[config.mk]
export PLATFORM = sky130hd
export DESIGN_NAME = frame_tpg_flat
export DESIGN_NICKNAME = d
export VERILOG_FILES = /design/src/rtl/frame_if.sv /design/src/rtl/frame_tpg.sv /design/src/flat_wrapper.sv
export SDC_FILE = /design/constraint.sdc
export NUM_CORES = 1
export LEC_CHECK = 0
export CORE_ASPECT_RATIO = 1.1
export CORE_MARGIN = 4
export CORE_UTILIZATION = 40
export CTS_CLUSTER_DIAMETER = 60
export DETAILED_ROUTE_END_ITERATION = 10
export HOLD_SLACK_MARGIN = 0.05
export SLEW_MARGIN = 10
export SYNTH_ARGS = -nofsm -noshare
export SYNTH_HDL_FRONTEND = slang
export SYNTH_SLANG_ARGS = --single-unit
[constraint.sdc]
create_clock -name clk -period 2 [get_ports clk]
set_input_delay 0.2 -clock clk [delete_from_list [all_inputs] [get_ports clk]]
set_output_delay 0.2 -clock clk [all_outputs]
set_load 0.005 [all_outputs]
[src/rtl/frame_if.sv]
// Frame bus carried from a frame master (timing/pattern source) to frame slaves.
// frame_de is the only qualifier: frame_data is meaningful exactly in cycles
// where frame_de=1, and there is no backpressure (slaves must accept every
// pixel). The sync/envelope signals are level timing markers. frame_done
// marks the last cycle of a frame. busy is high for every output cycle of a
// frame.
interface frame_if #(
  parameter int DW = 8
);
  logic          frame_vsync;
  logic          frame_hsync;
  logic          frame_vs;
  logic          frame_hs;
  logic          frame_de;
  logic [DW-1:0] frame_data;
  logic          frame_done;
  logic          busy;

  modport master (
    output frame_vsync, frame_hsync, frame_vs, frame_hs,
           frame_de, frame_data, frame_done, busy
  );

  modport slave (
    input frame_vsync, frame_hsync, frame_vs, frame_hs,
          frame_de, frame_data, frame_done, busy
  );
endinterface

[src/rtl/frame_tpg.sv]
// Frame timing and test-pattern generator. Walks a raster of
// H_TOTAL x V_TOTAL pixel-clock slots and drives registered sync, envelope,
// data-enable and pattern outputs. The pattern select and constant are
// shadowed at each frame start, so changes take effect on frame boundaries.
module frame_tpg #(
  parameter int DW       = 8,
  parameter int H_ACTIVE = 1920,
  parameter int H_FP     = 88,
  parameter int H_SYNC   = 44,
  parameter int H_BP     = 148,
  parameter int V_ACTIVE = 1080,
  parameter int V_FP     = 4,
  parameter int V_SYNC   = 5,
  parameter int V_BP     = 36
) (
  input  logic          clk,
  input  logic          rst,
  input  logic          en,
  input  logic [1:0]    pat_sel,
  input  logic [DW-1:0] pat_const,
  frame_if.master       fo,
  output logic          fsm_state
);

  localparam int H_TOTAL = H_ACTIVE + H_FP + H_SYNC + H_BP;
  localparam int V_TOTAL = V_ACTIVE + V_FP + V_SYNC + V_BP;
  localparam int HW = (H_TOTAL > 1) ? $clog2(H_TOTAL) : 1;
  localparam int VW = (V_TOTAL > 1) ? $clog2(V_TOTAL) : 1;

  // Region boundaries sized to the counters; all fit because every porch >= 1.
  localparam logic [HW-1:0] H_LAST   = HW'(H_TOTAL - 1);
  localparam logic [HW-1:0] H_ACT    = HW'(H_ACTIVE);
  localparam logic [HW-1:0] HS_START = HW'(H_ACTIVE + H_FP);
  localparam logic [HW-1:0] HS_END   = HW'(H_ACTIVE + H_FP + H_SYNC);
  localparam logic [VW-1:0] V_LAST   = VW'(V_TOTAL - 1);
  localparam logic [VW-1:0] V_ACT    = VW'(V_ACTIVE);
  localparam logic [VW-1:0] VS_START = VW'(V_ACTIVE + V_FP);
  localparam logic [VW-1:0] VS_END   = VW'(V_ACTIVE + V_FP + V_SYNC);

  typedef enum logic {IDLE = 1'b0, RUN = 1'b1} state_t;

  state_t        state, state_next;
  logic          load_shadow;
  logic          cnt_run;      // counters hold a live raster position
  logic [HW-1:0] h_cnt;
  logic [VW-1:0] v_cnt;
  logic [1:0]    sh_sel;
  logic [DW-1:0] sh_const;
  logic          last_c, hs_c, vs_c, de_c, hsync_c, vsync_c;
  logic [DW-1:0] pat_c;

  assign fsm_state = state;

  assign last_c  = cnt_run && (h_cnt == H_LAST) && (v_cnt == V_LAST);
  assign hs_c    = h_cnt < H_ACT;
  assign vs_c    = v_cnt < V_ACT;
  assign de_c    = hs_c && vs_c;
  assign hsync_c = (h_cnt >= HS_START) && (h_cnt < HS_END);
  assign vsync_c = (v_cnt >= VS_START) && (v_cnt < VS_END);

  // Next state: start from IDLE on en; at the last slot continue or stop.
  always_comb begin
    state_next  = state;
    load_shadow = 1'b0;
    case (state)
      IDLE: begin
        if (en) begin
          state_next  = RUN;
          load_shadow = 1'b1;
        end
      end
      RUN: begin
        if (last_c) begin
          if (en) load_shadow = 1'b1;
          else    state_next  = IDLE;
        end
      end
      default: state_next = IDLE;
    endcase
  end

  // State register.
  always_ff @(posedge clk) begin
    if (rst) state <= IDLE;
    else     state <= state_next;
  end

  // Pattern shadows, captured only at frame start.
  always_ff @(posedge clk) begin
    if (rst) begin
      sh_sel   <= '0;
      sh_const <= '0;
    end else if (load_shadow) begin
      sh_sel   <= pat_sel;
      sh_const <= pat_const;
    end
  end

  // Counters go live one cycle after entering RUN and stay live across
  // back-to-back frames; they come to rest at (0,0) via the natural wrap.
  always_ff @(posedge clk) begin
    if (rst) cnt_run <= 1'b0;
    else     cnt_run <= (state == RUN) && !(last_c && !en);
  end

  // Raster position: h wraps every line, v advances on each h wrap.
  always_ff @(posedge clk) begin
    if (rst) begin
      h_cnt <= '0;
      v_cnt <= '0;
    end else if (cnt_run) begin
      if (h_cnt == H_LAST) begin
        h_cnt <= '0;
        v_cnt <= (v_cnt == V_LAST) ? '0 : v_cnt + 1'b1;
      end else begin
        h_cnt <= h_cnt + 1'b1;
      end
    end
  end

  // Pattern from the current raster position and the shadowed select.
  always_comb begin
    pat_c = '0;
    case (sh_sel)
      2'd0:    pat_c = DW'(h_cnt);
      2'd1:    pat_c = DW'(v_cnt);
      2'd2:    pat_c = DW'(h_cnt) ^ DW'(v_cnt);
      default: pat_c = sh_const;
    endcase
  end

  // Output flops: one cycle behind the decode, all zero outside a live raster.
  always_ff @(posedge clk) begin
    if (rst || !cnt_run) begin
      fo.frame_vsync <= 1'b0;
      fo.frame_hsync <= 1'b0;
      fo.frame_vs    <= 1'b0;
      fo.frame_hs    <= 1'b0;
      fo.frame_de    <= 1'b0;
      fo.frame_data  <= '0;
      fo.frame_done  <= 1'b0;
      fo.busy        <= 1'b0;
    end else begin
      fo.frame_vsync <= vsync_c;
      fo.frame_hsync <= hsync_c;
      fo.frame_vs    <= vs_c;
      fo.frame_hs    <= hs_c;
      fo.frame_de    <= de_c;
      fo.frame_data  <= de_c ? pat_c : '0;
      fo.frame_done  <= last_c;
      fo.busy        <= 1'b1;
    end
  end

endmodule

[src/flat_wrapper.sv]
// flat-port wrapper written by rule: the top's interface ports become plain ports
module frame_tpg_flat 
#(
  parameter int DW       = 8,
  parameter int H_ACTIVE = 1920,
  parameter int H_FP     = 88,
  parameter int H_SYNC   = 44,
  parameter int H_BP     = 148,
  parameter int V_ACTIVE = 1080,
  parameter int V_FP     = 4,
  parameter int V_SYNC   = 5,
  parameter int V_BP     = 36
)
  (clk, rst, en, pat_sel, pat_const, fsm_state, fo_frame_vsync, fo_frame_hsync, fo_frame_vs, fo_frame_hs, fo_frame_de, fo_frame_data, fo_frame_done, fo_busy);
  frame_if #(.DW(DW)) fo_i ();
  input  logic clk;
  input  logic rst;
  input  logic en;
  input  logic [1:0] pat_sel;
  input  logic [DW-1:0] pat_const;
  output logic fsm_state;
  output wire logic [$bits(fo_i.frame_vsync)-1:0] fo_frame_vsync;
  output wire logic [$bits(fo_i.frame_hsync)-1:0] fo_frame_hsync;
  output wire logic [$bits(fo_i.frame_vs)-1:0] fo_frame_vs;
  output wire logic [$bits(fo_i.frame_hs)-1:0] fo_frame_hs;
  output wire logic [$bits(fo_i.frame_de)-1:0] fo_frame_de;
  output wire logic [$bits(fo_i.frame_data)-1:0] fo_frame_data;
  output wire logic [$bits(fo_i.frame_done)-1:0] fo_frame_done;
  output wire logic [$bits(fo_i.busy)-1:0] fo_busy;
  assign fo_frame_vsync = fo_i.frame_vsync;
  assign fo_frame_hsync = fo_i.frame_hsync;
  assign fo_frame_vs = fo_i.frame_vs;
  assign fo_frame_hs = fo_i.frame_hs;
  assign fo_frame_de = fo_i.frame_de;
  assign fo_frame_data = fo_i.frame_data;
  assign fo_frame_done = fo_i.frame_done;
  assign fo_busy = fo_i.busy;
  frame_tpg #(.DW(DW), .H_ACTIVE(H_ACTIVE), .H_FP(H_FP), .H_SYNC(H_SYNC), .H_BP(H_BP), .V_ACTIVE(V_ACTIVE), .V_FP(V_FP), .V_SYNC(V_SYNC), .V_BP(V_BP)) u_core (.clk(clk), .rst(rst), .en(en), .pat_sel(pat_sel), .pat_const(pat_const), .fo(fo_i), .fsm_state(fsm_state));
endmodule
Word-level counts from Yosys, hierarchy flattened:

Index checks and enable logic that the tools add are counted.

* memory bits (writable): 0
* bits of input ports: 13
* latch bits: 0
* output and inout port bits: 16
* memories: 0
* logic and storage cells: 52
* bits in registers: 50
* bits in read-only memories: 0

* multipliers: 0
* shift-type cells: 0
* muxes and demuxes: 9
* reductions and logical operators: 14
* add/sub/neg operators: 2
* eq/ne operators: 4
* div/mod/pow operators: 0
* $lt $le $gt $ge: 6
* bitwise operators: 3

Operators with widths (number)
* 8-bit case mux with 3 select lines: 1
* 11-bit < comparator, second input constant: 2
* 12-bit by 1-bit adder with 12-bit output, second input constant: 1
* 12-bit == test, second input constant: 1
* 12-bit by 11-bit >= comparator with 1-bit output, second input constant: 1
* 12-bit by 11-bit < comparator with 1-bit output, second input constant: 1
* 12-bit < comparator, second input constant: 1
* 12-bit two-way mux: 1
* 11-bit by 1-bit adder with 11-bit output, second input constant: 1
* 11-bit == test, second input constant: 1
* 11-bit >= comparator, second input constant: 1
* 11-bit two-way mux: 1
* 8-bit bitwise XOR: 1
* 1-bit logical AND: 7
* 1-bit two-way mux: 4
* 1-bit case mux with 2 select lines: 2
* 1-bit zero test: 3
* 2-bit by 1-bit == test with 1-bit output, second input constant: 1
* 2-bit == test, second input constant: 1
* 2-bit zero test: 1
* 1-bit inverter: 2
* 2-bit AND reduction: 1
* 2-bit OR reduction: 1
* 1-bit logical OR: 1

Depth between registers and ports, before layout:

* word-level depth: 6
* mapped depth: 7
* gate-level depth less buffers: 6

Worst setup path before layout:

Ideal clock, no wire load.

* path kind: flip-flop to flip-flop
* from: reg u_core.h_cnt[0]
* to: reg u_core.sh_const[0]
* slack: 345 ps
* data required time: 1928 ps
* period minus slack after synthesis: 1655 ps
* arrival: 1583 ps
* cell stages (with the launch flop): 7
* path buffers: 1
* library setup time: 72 ps
* cells stage by stage: dfxtp_1 ha_1 and3_2 and4_2 a31oi_1 buf_4 mux2i_1

* cells in the longest elaborated chain, start to end: 5

Ends and longest elaborated chain
* start: declaration: RTL line frame_tpg.sv:45 `logic [HW-1:0] h_cnt;`
* start signal: assignment: RTL line frame_tpg.sv:116 `h_cnt <= h_cnt + 1'b1;`
* 12-bit == test: RTL line frame_tpg.sv:54 `assign last_c = cnt_run && (h_cnt == H_LAST) && (v_cnt == V_LAST);`
* 1-bit logical AND (2 in a row): RTL line frame_tpg.sv:54
* 1-bit two-way mux: RTL line frame_tpg.sv:73 `if (last_c) begin`
* 1-bit case mux with 2 select lines: RTL line frame_tpg.sv:65 `case (state)`
* end signal: assignment: RTL line frame_tpg.sv:95 `sh_const <= pat_const;`
* end: declaration: RTL line frame_tpg.sv:48 `logic [DW-1:0] sh_const;`

No other way between the ends.
A chain may end at the register's enable or synchronous reset.

Final worst setup path:

* from: reg u_core.v_cnt[0]
* to: reg u_core.sh_const[1]

* cells in the longest elaborated chain, start to end: 4

Ends and longest elaborated chain
* start: declaration: RTL line frame_tpg.sv:46 `logic [VW-1:0] v_cnt;`
* start signal: assignment: RTL line frame_tpg.sv:114 `v_cnt <= (v_cnt == V_LAST) ? '0 : v_cnt + 1'b1;`
* 11-bit == test: RTL line frame_tpg.sv:54
* 1-bit logical AND: RTL line frame_tpg.sv:54
* 1-bit two-way mux: RTL line frame_tpg.sv:73
* 1-bit case mux with 2 select lines: RTL line frame_tpg.sv:65

No other way between the ends.

==> impl_metrics.tcl <==
set metrics [dict create \
    status "complete, no violations" \
    clkLatencyLatePin_ns 0.29 \
    fin_total_pwr_mw 1.77 \
    htreeDepth 2 \
    startpoint_type "register" \
    first_iter_violations 106 \
    worstSetupPathType "register to register" \
    num_vias 2019 \
    fin_util_pct 50.1 \
    syn_avg_cell_area_um2 8.92 \
    p_per_area_nw_per_um2 598 \
    clock_skew_ns 0.00671 \
    cp_data_required_time_ns 2.22 \
    grt_pass1_wl_mm 9.12 \
    fmax_ghz 0.548 \
    p_sw_share_pct 22.2 \
    grt_max_degree 27 \
    use_met1_pct 18.7 \
    cts_sinks 50 \
    tns_ns 0 \
    synth_nets 296 \
    drc 0 \
    p_leak_nw 1.06 \
    cts_buffers 5 \
    netlist_top_cells_area "dfxtp_1 (40%), mux2i_1 (7.6%), xnor2_1 (5.6%)" \
    avgViaCountPerCell 5.15 \
    num_rows 29 \
    ant_nets 0 \
    wirelength_mm 5.20 \
    num_io_pins 29 \
    post_cts_buffers 0 \
    placed_cell_area_um2 2870 \
    grt_pass1_vias 1903 \
    yosysUniqueCellTypes 42 \
    final_common_cell "dfxtp_1" \
    layout.nets 331 \
    combPwrFrac_pct 7.7 \
    top_usage_layer "met2" \
    antenna_found_initial 0 \
    clk_pin_slew_ns 0.09 \
    peakVddDrop_v 0.000266 \
    hpwl_mm 3.89 \
    wire_per_inst_um 13.3 \
    period_needed_ns 1.83 \
    ys_seq_area_share_pct 40.2 \
    p_int_mw 1.38 \
    portBuffers 28 \
    grtUsageTotal_pct 14.8 \
    gp_congestion 0.816 \
    die_h_um 90.8 \
    cts_tree "done" \
    rsz0062_at_grt "no" \
    p_sw_mw 0.394 \
    yosysWarnings 0 \
    overflow 0 \
    final_area_um2 2960 \
    drv_cap 0 \
    final_cell_mix "dfxtp_1 (48), nor2_1 (31), clkdlybuf4s50_1 (28)" \
    worst_slew_pin_slew_ns 0.565 \
    antenna_cells 0 \
    fp.dieW_um 83.2 \
    critPathArrivalTime_ns 2.05 \
    drtPass1Iterations 4 \
    synth_seq_cells 50 \
    netlist.area_leader.share_pct 40.2 \
    area_growth_pct 19.0 \
    synth_ff_type "dfxtp_1" \
    root_buffer "clkbuf_8" \
    clock_path_buffers 2 \
    core_um2 5910 \
    globalRouteMet3Util_pct 3.47 \
    critPathCaptureType "register" \
    hold_violations 0 \
    yosys.area.top_type "dfxtp_1" \
    use_met2_pct 24.7 \
    slew_viol_final 0 \
    synth_area_um2 2490 \
    async_flop_share_pct 0 \
    drive_gt1_share_pct 12.1 \
    setup_viol 0 \
    die_area_um2 7550 \
    p_seq_share_pct 58.6 \
    whs_path_depth 3 \
    syn_inst 279 \
    start_util_pct 42.1 \
    pwr-share-clk_pct 33.7 \
    synth-edff-count 0 \
    ff2ff_path_depth 7 \
    hold_path.class "primary input to register" \
    finalCritPeriodShare_pct 91.3 \
    cp_max_fo 10 \
    slew_headroom_pct 62.3 \
]
## flip-flops by register name, indices dropped and copies added, names as in the netlist
signal	cells
u_core.sh_const	8
u_core.fo.frame_hs	1
u_core.fo.frame_vs	1
u_core.fo.frame_data	8
u_core.fo.busy	1
u_core.fo.frame_vsync	1
u_core.v_cnt	11
u_core.cnt_run	1
u_core.fo.frame_hsync	1
u_core.h_cnt	12
u_core.fo.frame_de	1
u_core.fo.frame_done	1
u_core.fsm_state	1
u_core.sh_sel	2
## synthesized netlist by cell type, drive strengths merged, types with 8 or more instances
cell type and count:
inv 12, nand2b 23, a21oi 12, a211oi 8
o21ai 8, buf 11, nand4 11, clkbuf 10
nor2 31, xnor2 16, or3 9, nand2 17
mux2i 19, dfxtp 50
## final timing paths
check | end | slack, ns | start
max | u_core.sh_const[1] | 0.17 | u_core.v_cnt[0]
min | u_core.sh_sel[0] | 0.47 | pat_sel[0]
max reg2reg | u_core.sh_const[1] | 0.17 | u_core.v_cnt[0]
min reg2reg | u_core.sh_const[3] | 0.48 | u_core.sh_const[3]
## area by class of cell
| class | instances | area (um2) |
|---|---|---|
| Multi-Input combinational cell | 196 | 1290 |
| Inverter | 12 | 45.0 |
| Clock buffer | 7 | 86.3 |
| Tap cell | 77 | 96.3 |
| Timing Repair Buffer | 49 | 438 |
| Clock inverter | 1 | 5.00 |
| Fill cell | 577 | 2950 |
| Sequential cell | 50 | 1000 |
## through the flow
stage               hold slack (ns)  cells  worst slack (ns)
finish                        0.465    392             0.174
global route                  0.479    392            0.0158
CTS                           0.461    392            0.0568
detailed placement            0.468    384            0.0933
global placement              0.464    384            0.0801
floorplan                     0.352    279             0.345
## power groups by stage
stage                     Combinational, mW  Sequential [mW]  Clock, mW
after floorplan                      0.0848             1.05          0
after global placement                0.139             1.06          0
after detailed placement              0.139             1.06          0
after CTS                             0.140             1.04      0.623
after global routing                  0.153             1.04      0.667
final                                 0.137             1.04      0.597
## repair_timing
action | 4_1_cts | 5_1_grt
hold buffers | 0 | 0
gates resized for setup | 0 | 2
setup endpoints to repair | 0 | 10
## routing by layer
layer  vias up  part of all wire, %
met4         0                 0.56
li1       1021                    -
met5         -                    0
met2        40                   50
met1       956                   45
met3         2                  4.8
## cells by family after synthesis
kind of cell    after synthesis  synth area share, %
mux                          19                 7.64
simple gates                117                 25.9
buf+inv                      33                 8.04
flops                        50                 40.2
xor+xnor                     20                 7.03
fa+ha+maj                     4                 2.01
compound gates               36                 9.15
## worst max-delay path, stage by stage (launching register included)
cell	delay (ns)
dfxtp_2	0.41
inv_1	0.09
ha_1	0.20
and3_1	0.19
and4_1	0.22
a31oi_1	0.18
buf_4	0.24
mux2i_1	0.21
Note: power is estimated with default switching activity, not from simulation.
